--- config.mk ---
export PLATFORM = sky130hd
export DESIGN_NAME = encoder83_scan
export DESIGN_NICKNAME = d
export VERILOG_FILES = /design/src/rtl/encoder_pkg.sv /design/src/rtl/prio_enc8.sv /design/src/rtl/encoder83_scan.sv
export SDC_FILE = /design/constraint.sdc
export NUM_CORES = 1
export LEC_CHECK = 0
export CORE_ASPECT_RATIO = 0.7
export CORE_MARGIN = 3
export CORE_UTILIZATION = 37
export DETAILED_ROUTE_END_ITERATION = 12
export PLACE_DENSITY = 0.69
export SETUP_SLACK_MARGIN = 0.02
export SLEW_MARGIN = 10
export SYNTH_ARGS = -nofsm -noshare
export SYNTH_HDL_FRONTEND = slang
export SYNTH_SLANG_ARGS = --single-unit
--- constraint.sdc ---
create_clock -name clk -period 2.2 [get_ports clk]
set_input_delay 0.66 -clock clk [delete_from_list [all_inputs] [get_ports clk]]
set_output_delay 0.66 -clock clk [all_outputs]
set_load 0.05 [all_outputs]
--- src/rtl/encoder_pkg.sv ---
// Shared constants and FSM state type for the 8:3 scanning encoder.
package encoder_pkg;
    localparam int N_IN  = 8;
    localparam int W_IDX = 3;

    typedef enum logic {
        IDLE = 1'b0,
        SCAN = 1'b1
    } state_t;
endpackage

--- src/rtl/prio_enc8.sv ---
// Combinational 8-bit priority selector with a one-bit-left flag.
module prio_enc8
    import encoder_pkg::*;
#(
    parameter bit HIGH_FIRST = 1'b1
) (
    input  logic [N_IN-1:0]  vec,
    output logic [W_IDX-1:0] idx,
    output logic             one_left
);

    always_comb begin
        idx = '0;
        if (HIGH_FIRST) begin
            for (int k = 0; k < N_IN; k++)
                if (vec[k]) idx = W_IDX'(k);
        end else begin
            for (int k = N_IN - 1; k >= 0; k--)
                if (vec[k]) idx = W_IDX'(k);
        end
    end

    // Clearing the lowest set bit leaves zero only for a single-bit vector.
    assign one_left = (vec != '0) &&
                      ((vec & (vec - N_IN'(1))) == '0);

endmodule

--- src/rtl/encoder83_scan.sv ---
// Accepts a request vector and reports its set bits one beat at a time.
module encoder83_scan
    import encoder_pkg::*;
#(
    parameter bit HIGH_FIRST = 1'b1
) (
    input  logic             clk,
    input  logic             rst_n,
    input  logic             in_valid,
    output logic             in_ready,
    input  logic [N_IN-1:0]  i,
    output logic             out_valid,
    input  logic             out_ready,
    output logic [W_IDX-1:0] y,
    output logic             last,
    output logic             zero
);

    state_t            state, state_nxt;
    logic [N_IN-1:0]   pend, pend_nxt;
    logic              zero_r, zero_nxt;
    logic [W_IDX-1:0]  idx;
    logic              one_left;
    logic              beat_last;
    logic [N_IN-1:0]   hot;

    prio_enc8 #(
        .HIGH_FIRST(HIGH_FIRST)
    ) u_prio (
        .vec     (pend),
        .idx     (idx),
        .one_left(one_left)
    );

    assign beat_last = zero_r | one_left;

    always_comb begin
        hot      = '0;
        hot[idx] = 1'b1;
    end

    always_ff @(posedge clk or negedge rst_n) begin
        if (!rst_n) begin
            state  <= IDLE;
            pend   <= '0;
            zero_r <= 1'b0;
        end else begin
            state  <= state_nxt;
            pend   <= pend_nxt;
            zero_r <= zero_nxt;
        end
    end

    always_comb begin
        state_nxt = state;
        pend_nxt  = pend;
        zero_nxt  = zero_r;
        unique case (state)
            IDLE: begin
                if (in_valid) begin
                    pend_nxt  = i;
                    zero_nxt  = (i == '0);
                    state_nxt = SCAN;
                end
            end
            SCAN: begin
                if (out_ready) begin
                    pend_nxt = pend & ~hot;
                    if (beat_last) state_nxt = IDLE;
                end
            end
            default: state_nxt = IDLE;
        endcase
    end

    // Outputs are gated by state so IDLE always shows all-zero beats.
    assign in_ready  = (state == IDLE);
    assign out_valid = (state == SCAN);
    assign y         = (state == SCAN && !zero_r) ? idx : '0;
    assign last      = (state == SCAN) && beat_last;
    assign zero      = (state == SCAN) && zero_r;

endmodule

=== After elaboration in Yosys (flattened, before gate mapping) ===
Cells that the tools add are included.

* Reduce and logical (&&, ||, !) cells: 11
* Bitwise operators: 5
* $add $sub $neg: 1
* Equal/unequal tests: 2
* Magnitude comparators: 2
* Muxes and demuxes: 17

{| class="wikitable"
|+ Operator list
! cell !! number
|-
| 8-bit AND || 2
|-
| 8-bit zero test || 2
|-
| 8-bit 2-to-1 mux || 2
|-
| 8-bit one-hot mux with 2 select lines || 1
|-
| 3-bit 2-to-1 mux || 5
|-
| 8-bit inverter || 1
|-
| 8-bit nonzero test || 1
|-
| 8-bit by 1-bit subtractor with 8-bit output, second input constant || 1
|-
| 1-bit logical AND || 5
|-
| 1-bit 2-to-1 mux || 5
|-
| 3-bit by 4-bit less-than comparator with 1-bit output, second input constant || 1
|-
| 2-bit 2-to-1 mux || 2
|-
| 2-bit inequality test, second input constant || 2
|-
| 2-bit AND reduction || 2
|-
| 1-bit demux with 3-bit select || 1
|-
| 3-bit by 1-bit >= comparator with 1-bit output, second input constant || 1
|-
| 1-bit one-hot mux with 2 select lines || 1
|-
| 1-bit zero test || 1
|-
| 1-bit inverter || 1
|-
| 1-bit OR || 1
|}

* Input bits: 12
* Register bits: 10
* Word-level logic and storage cells: 41
* Output and inout port bits: 7

=== Depth between registers and ports, before layout ===
Gate-level depths: netlist (run 1).

* Word-level depth: 15
* Mapped depth: 5
* Gate-level depth less buffers: 4

=== Modules after synthesis ===
Synthesis (run 1) repeated with hierarchy kept, for this count alone.

* Cells, all modules: 79
* Area total of the unflattened synthesis: 666.9 sq um

{| class="wikitable"
|+ Modules (own cells, without submodules)
! module !! cells each !! times used !! sequential area each (sq um) !! area each (sq um)
|-
| encoder83_scan || 56 || 1 || 250.2 || 510.5
|-
| prio_enc8 || 23 || 1 || 0.0 || 156.4
|}

=== Worst setup path after synthesis (run 1) ===
No wires, ideal clock.

* Path type: reg2out
* Start point: reg state, in the netlist out_valid
* End point: out last
* Stages on the path, launching flop included: 5
* Path buffers: 1
* Arrival time: 1.856 ns
* Required time: 1.540 ns
* Slack: -0.316 ns
* Path through: dfrtp_1 -> buf_2 -> inv_1 -> a21o_1 -> a41oi_2

* Word-level cells in the longest chain between the ends: 1

{| class="wikitable"
|+ RTL lines
! item !! RTL line !! text
|-
| start: declaration || encoder83_scan.sv:19 || <nowiki>state_t state, state_nxt;</nowiki>
|-
| start signal: assignment || encoder83_scan.sv:48 || <nowiki>state <= state_nxt;</nowiki>
|-
| 1-bit logical AND || encoder83_scan.sv:80 || <nowiki>assign last = (state == SCAN) && beat_last;</nowiki>
|-
| end: declaration || encoder83_scan.sv:15 || <nowiki>output logic last,</nowiki>
|}

Every way passes these cells.

=== Worst setup path after layout (run 1) ===
* Start point: reg pend[3]
* End point: out last

* Word-level cells in the longest chain between the ends: 6
* Elaborated cells between the ends (all ways): 7
* Classes of those cells: 1 x add/sub; 2 x bitwise; 4 x reduce/logical

{| class="wikitable"
|+ RTL lines
! item !! RTL line !! text
|-
| start: declaration || encoder83_scan.sv:20 || <nowiki>logic [N_IN-1:0] pend, pend_nxt;</nowiki>
|-
| start signal: assignment || encoder83_scan.sv:49 || <nowiki>pend <= pend_nxt;</nowiki>
|-
| 8-bit by 1-bit subtractor with 8-bit output || prio_enc8.sv:25 || <nowiki>((vec & (vec - N_IN'(1))) == '0);</nowiki>
|-
| 8-bit AND || prio_enc8.sv:25 ||
|-
| 8-bit zero test || prio_enc8.sv:25 ||
|-
| 1-bit logical AND * || prio_enc8.sv:24 || <nowiki>assign one_left = (vec != '0) &&</nowiki>
|-
| 1-bit OR * || encoder83_scan.sv:35 || <nowiki>assign beat_last = zero_r | one_left;</nowiki>
|-
| 1-bit logical AND * || encoder83_scan.sv:80 ||
|}

Every way passes the cells marked *; elsewhere a longest branch is shown, timed or not.

==> qor.txt, run 1 <==
Syn Nets = 99
Number of clock sinks = 10
Finished Layout Cells = 132
Min-Delay Path Class = flop to flop
Crit end category = output port
Leakage dissipation = 0.445 nW
# nets final = 124
H-tree depth = 1
Die width = 58.1 um
Ports = 19
Compound-Gate Fraction of Synth Area = 25.1%
Via Count = 766
Worst-Skew Late Latency = 270 ps
Max layer used = met4
Post-route DRC = 0
Metal2 WL = 904 um
Die H = 42.4 um
GP Congestion = 0.793
Outcome = finished with violations
RSZ-0062 raised after global routing = yes
Max Freq = 0.413 GHz
PortBufs = 18
Design area = 1060 um^2
Final hold viol count = 0
CTS max path bufs = 2
Register area share after synthesis = 35.7%
Vias/cell = 5.80
Maximum fanout along the worst path = 3
Main combinational cell family by area after synthesis = simple AND/OR/NAND/NOR gates
Slew headroom = 67.6%
Startpoint types = flop
Yosys warnings = 0
Wire length on met1 = 919 um
Critical Path RT = 1540 ps
Iter 0 DRT Violations = 34
Initial core utilization = 41.7%
Met3 wire length = 179 um
Final global-route overflow total = 0
Multi-input logic area = 464 um^2
Final setup violating endpoints = 1
Adder-cell share of the synthesized area = 0%
CTS root buffer = clkbuf_4
Overall Global Routing Usage = 17.5%
Core area = 1680 um^2
Hpwl dp = 1530 um
Worst vdd rail ir drop = 1.46 mV
Global-route wire length before repair = 3260 um
DIE AREA = 2460 um^2
Failing checks = setup timing
Simple-gate share of the synthesized area = 31.2%
Ant diodes = 0
Area after DPL = 978 um^2
Dpl cells = 126
Yosys reg bits = 10
Hold_sp = zero_r
Pre-antenna DRT Iters = 4
Worst slew pin tran = 484 ps
Area grow syn2layout = 51.2%
Reg-to-reg startpoint = pend[3]
Routed len/inst = 15.4 um
Critical path arrival = 1760 ps
Unique masters post-synth = 30
Layout cells sized above 1 = 32.4%
PwrDens = 1720 nW/um^2
Slew Viols, Final = 0
Setup ws final = -220 ps
Final Util = 63.1%
Mapped Area = 702 um^2
Final period util = 110%
Quantity of hold-fixing buffers added after cts = 0
Antenna violations before repair = 0
Critical Setup Path Class = flop to output port
Maximum number of pins on one net before global-route repair = 11
# fillers = 149
Post-Route WL = 2030 um
Mux contribution to synthesized area = 1.43%
Tmin final = 2420 ps
CTS tree = built
Post-Synth XOR/XNOR Area = 0%
MaxCap Viol Count = 0
Cts bufs inserted = 3
Post-route setup TNS = -220 ps
Vias in the first global route = 700
Number of routed nets with antenna violations = 0
Worst Setup SP = pend[3]
Syn Area/Cell = 8.07 um^2
Hold WS = 559 ps
Mapped Cells = 87
FF+latch area = 255 um^2
Clock slew seen by the registers of the worst setup and hold paths = 70 ps
Worst Skew = 10.5 ps
Row cnt = 12
## worst max-delay path: stages, from the launching register on
cell and delay [ps]:
dfrtp_1 410, nor4_4 370, o211ai_1 240, a41oi_4 300, buf_12 170
## cell type report
class	count	share of cell area, %
clock buffers	4	2.48
inverters	4	1.77
multi-input cells	69	43.7
flip-flops and latches	10	24.1
well taps	21	2.48
repair buffers	24	25.5
## cell usage after synthesis
cell / instances / area, um^2
and2_1: 1 / 6.26
nor4_1: 3 / 18.8
mux2i_1: 1 / 10.0
buf_6: 2 / 22.5
and3_1: 2 / 12.5
nand2_1: 15 / 56.3
a2111oi_2: 1 / 15.0
o211ai_1: 1 / 7.51
a22o_1: 2 / 17.5
inv_1: 4 / 15.0
a41oi_2: 1 / 16.3
buf_2: 1 / 5.00
clkbuf_1: 1 / 3.75
a21oi_1: 7 / 35.0
nor2_1: 8 / 30.0
and2b_1: 1 / 7.51
a211oi_1: 1 / 7.51
nand2b_1: 1 / 6.26
and4_1: 1 / 8.76
nor4_2: 1 / 12.5
nand4b_1: 1 / 8.76
nor4b_1: 1 / 8.76
and4bb_2: 1 / 12.5
nand2_2: 1 / 6.26
nand3_1: 1 / 5.00
dfrtp_1: 10 / 250
a21o_1: 3 / 22.5
o21ai_0: 4 / 20.0
nor2b_1: 3 / 18.8
o21ai_1: 7 / 35.0
## flip-flops by register name, summed over array words and instances, names as in the netlist
name	count
pend	8
zero_r	1
out_valid	1
## kinds of logic (layout without fill, tap and decap cells)
family / after synthesis / after routing
AND/OR/NAND/NOR: 41 / 41
buffers and inverters: 8 / 32
multiplexers: 1 / 1
flip-flops: 10 / 10
AO/OA/AOI/OAI: 27 / 27
## cell usage in the layout, fill, tap and decap left out, types with 3 or more instances in the layout
| master | count |
|---|---|
| nand2_1 | 15 |
| clkdlybuf4s50_1 | 11 |
| buf_4 | 8 |
| nor2_1 | 6 |
| o21ai_1 | 6 |
| dfrtp_1 | 6 |
| buf_12 | 5 |
| o21ai_0 | 4 |
| a21oi_1 | 4 |
| dfrtp_2 | 4 |
| inv_1 | 3 |
| a21oi_2 | 3 |
| a21o_1 | 3 |
| clkbuf_4 | 3 |
## layer usage
metal	global-route usage, %	up-vias
li1	-	363
met1	23.9	362
met2	25.0	37
met3	5.85	4
met4	6.94	0
met5	0	-
## where the power goes
part           internal [W]  switching [W]
Combinational      0.000618       0.000704
Sequential         0.000247       0.000121
Clock             0.0000701      0.0000638
## final timing paths
path	end	slack [ps]	depth (start not counted)
min reg2reg	out_valid	560	3
max reg2reg	out_valid	650	5
min in group asynchronous	pend[2]	710	1
max	last	-220	4
max in group asynchronous	pend[6]	1120	1
min	out_valid	560	3
## through the flow
step	power [W]	setup slack, ps
after floorplan	0.00109	-64.0
after global placement	0.00154	69.2
after detailed placement	0.00155	55.3
after CTS	0.00180	-188
after global routing	0.00192	-335
final	0.00182	-220
## what timing repair did
action | 4_1_cts | 5_1_grt
pin swaps | 1 | 1
resized for setup | 6 | 5
setup endpoints to repair | 2 | 3
buffers inserted | 2 | 0
No activity file was read; power rests on OpenSTA's default activity.
==> run 2, diff against run 1 <==
--- a/config.mk
+++ b/config.mk
@@ -5,11 +5,13 @@
 export SDC_FILE = /design/constraint.sdc
 export NUM_CORES = 1
 export LEC_CHECK = 0
+export CELL_PAD_IN_SITES_DETAIL_PLACEMENT = 0
+export CELL_PAD_IN_SITES_GLOBAL_PLACEMENT = 1
 export CORE_ASPECT_RATIO = 0.7
 export CORE_MARGIN = 3
-export CORE_UTILIZATION = 37
+export CORE_UTILIZATION = 33
 export DETAILED_ROUTE_END_ITERATION = 12
-export PLACE_DENSITY = 0.69
+export PLACE_DENSITY = 0.81
 export SETUP_SLACK_MARGIN = 0.02
 export SLEW_MARGIN = 10
 export SYNTH_ARGS = -nofsm -noshare
==> run 2 against run 1 <==
Net effect: the run still ends with setup timing left; sequential share of layout area decreased by 0.91 points; power up 3.9%; final area grew 3.4%; via count shrank 3.4%; clock skew about the same; cell count grew 1.5%; routed wire length fell by 2.0%; first-iteration DRC count down 71%; sequential power barely moved.
==> qor.txt, run 2 (same netlist as run 1, synthesis figures left out) <==
Outcome = finished with violations
Failing checks = setup timing
# fillers = 187
Final Util = 56.7%
GP Congestion = 0.910
Crit end category = output port
Final global-route overflow total = 0
Max FFs per register = 8
Slew headroom = 67.7%
CTS root buffer = clkbuf_4
Core area = 1940 um^2
Hpwl dp = 1500 um
Vias/cell = 5.52
Vias in the first global route = 719
Die width = 61.1 um
Reg2Reg Depth = 4
Most frequent cells in the layout = nand2_1 (15), clkdlybuf4s50_1 (11), buf_4 (9)
PortBufs = 18
Clock slew seen by the registers of the worst setup and hold paths = 80 ps
Ant diodes = 0
Number of clock sinks = 10
RSZ-0062 raised after global routing = yes
Final setup violating endpoints = 1
Final hold viol count = 0
Top reg by flops = pend
Reg-to-reg startpoint = pend[7]
# nets final = 125
Critical Path RT = 1540 ps
Worst slew pin tran = 484 ps
Via Count = 740
Slew Viols, Final = 0
Commonest non-fill, non-tap cell in the layout = nand2_1
PwrDens = 1730 nW/um^2
CTS max path bufs = 2
H-tree depth = 1
Area after DPL = 987 um^2
Post-route DRC = 0
Layout cells sized above 1 = 34.8%
Design Power = 0.00189 W
Final period util = 109%
Worst-Skew Late Latency = 280 ps
Quantity of hold-fixing buffers added after cts = 0
CTS tree = built
Design area = 1100 um^2
Antenna violations before repair = 0
Critical Setup Path Class = flop to output port
Met1 Usage GRT = 23.8%
Leakage dissipation = 0.464 nW
Hold Path Sink = out_valid
Worst Skew = 10.7 ps
Startpoint types = flop
Pre-antenna DRT Iters = 4
Critical path arrival = 1730 ps
GR Util met3 = 7.29%
Iter 0 DRT Violations = 10
Routed len/inst = 14.9 um
Global-route wire length before repair = 3400 um
Post-route setup TNS = -190 ps
Ports = 19
Overall Global Routing Usage = 17.6%
Post-Route WL = 1990 um
Reg2reg setup slack = 640 ps
Max Freq = 0.418 GHz
Setup ws final = -190 ps
Number of routed nets with antenna violations = 0
DIE AREA = 2730 um^2
Met2 Use GR = 25.3%
Top Usage Layer GRT = met2
Min-Delay Path Class = flop to flop
Die H = 44.6 um
Cts bufs inserted = 3
Area grow syn2layout = 56.3%
Hold_sp = zero_r
Worst vdd rail ir drop = 0.492 mV
Tmin final = 2390 ps
Hold path cells = 3
Hold WS = 603 ps
Initial core utilization = 36.3%
MaxCap Viol Count = 0
Worst R2R End = pend[1]
Row cnt = 13
Maximum fanout along the worst path = 3
Maximum number of pins on one net before global-route repair = 11
==> run 2: changes by cell type in the layout (fill, tap and decap cells not counted), sizes merged <==
cell  delta
buf      +1
==> run 2: through the flow <==
stage	setup WS (ps)	instances
after CTS	-171	133
after global placement	80.9	128
after detailed placement	42.4	128
after floorplan	-64.0	87
after global routing	-268	134
final	-190	134
==> run 2: how the worst max path moves through the flow <==
stage | startpoint | end | slack [ps] | cells past startpoint
floorplan | out_valid | last | -60 | 4
CTS | pend[3] | last | -170 | 4
global placement | pend[3] | last | 80 | 4
finish | pend[2] | last | -190 | 4
detailed placement | pend[3] | last | 40 | 4
global route | pend[2] | last | -270 | 4
==> run 2: timing repair <==
action	CTS	global route
resized for setup	9	5
pin swaps	2	4
buffers inserted	1	1
endpoints found under the setup margin	2	4
==> run 2: worst max-delay path: stages, from the launching register on <==
cell and delay (ps):
dfrtp_1 410, nor4_4 380, o211ai_1 230, a41oi_4 280
buf_12 160
==> run 2: power by group <==
part	total [W]	internal [W]	switching (W)
Clock	0.000173	0.000101	0.0000719
Combinational	0.00135	0.000639	0.000710
Sequential	0.000371	0.000245	0.000126
==> run 2: area by class of cell <==
type,count,area (um^2),area share (%)
clock buffers,4,36.3,3.31
inverters,4,18.8,1.71
multi-input cells,69,483,44.0
flip-flops and latches,10,254,23.1
well taps,22,27.5,2.51
repair buffers,25,278,25.3
==> run 2: metal layers <==
metal  up-vias  routed length [um]
li1        368                   -
met1       351                 977
met2        19                 865
met3         2                 132
met4         0                  19
met5         -                   0
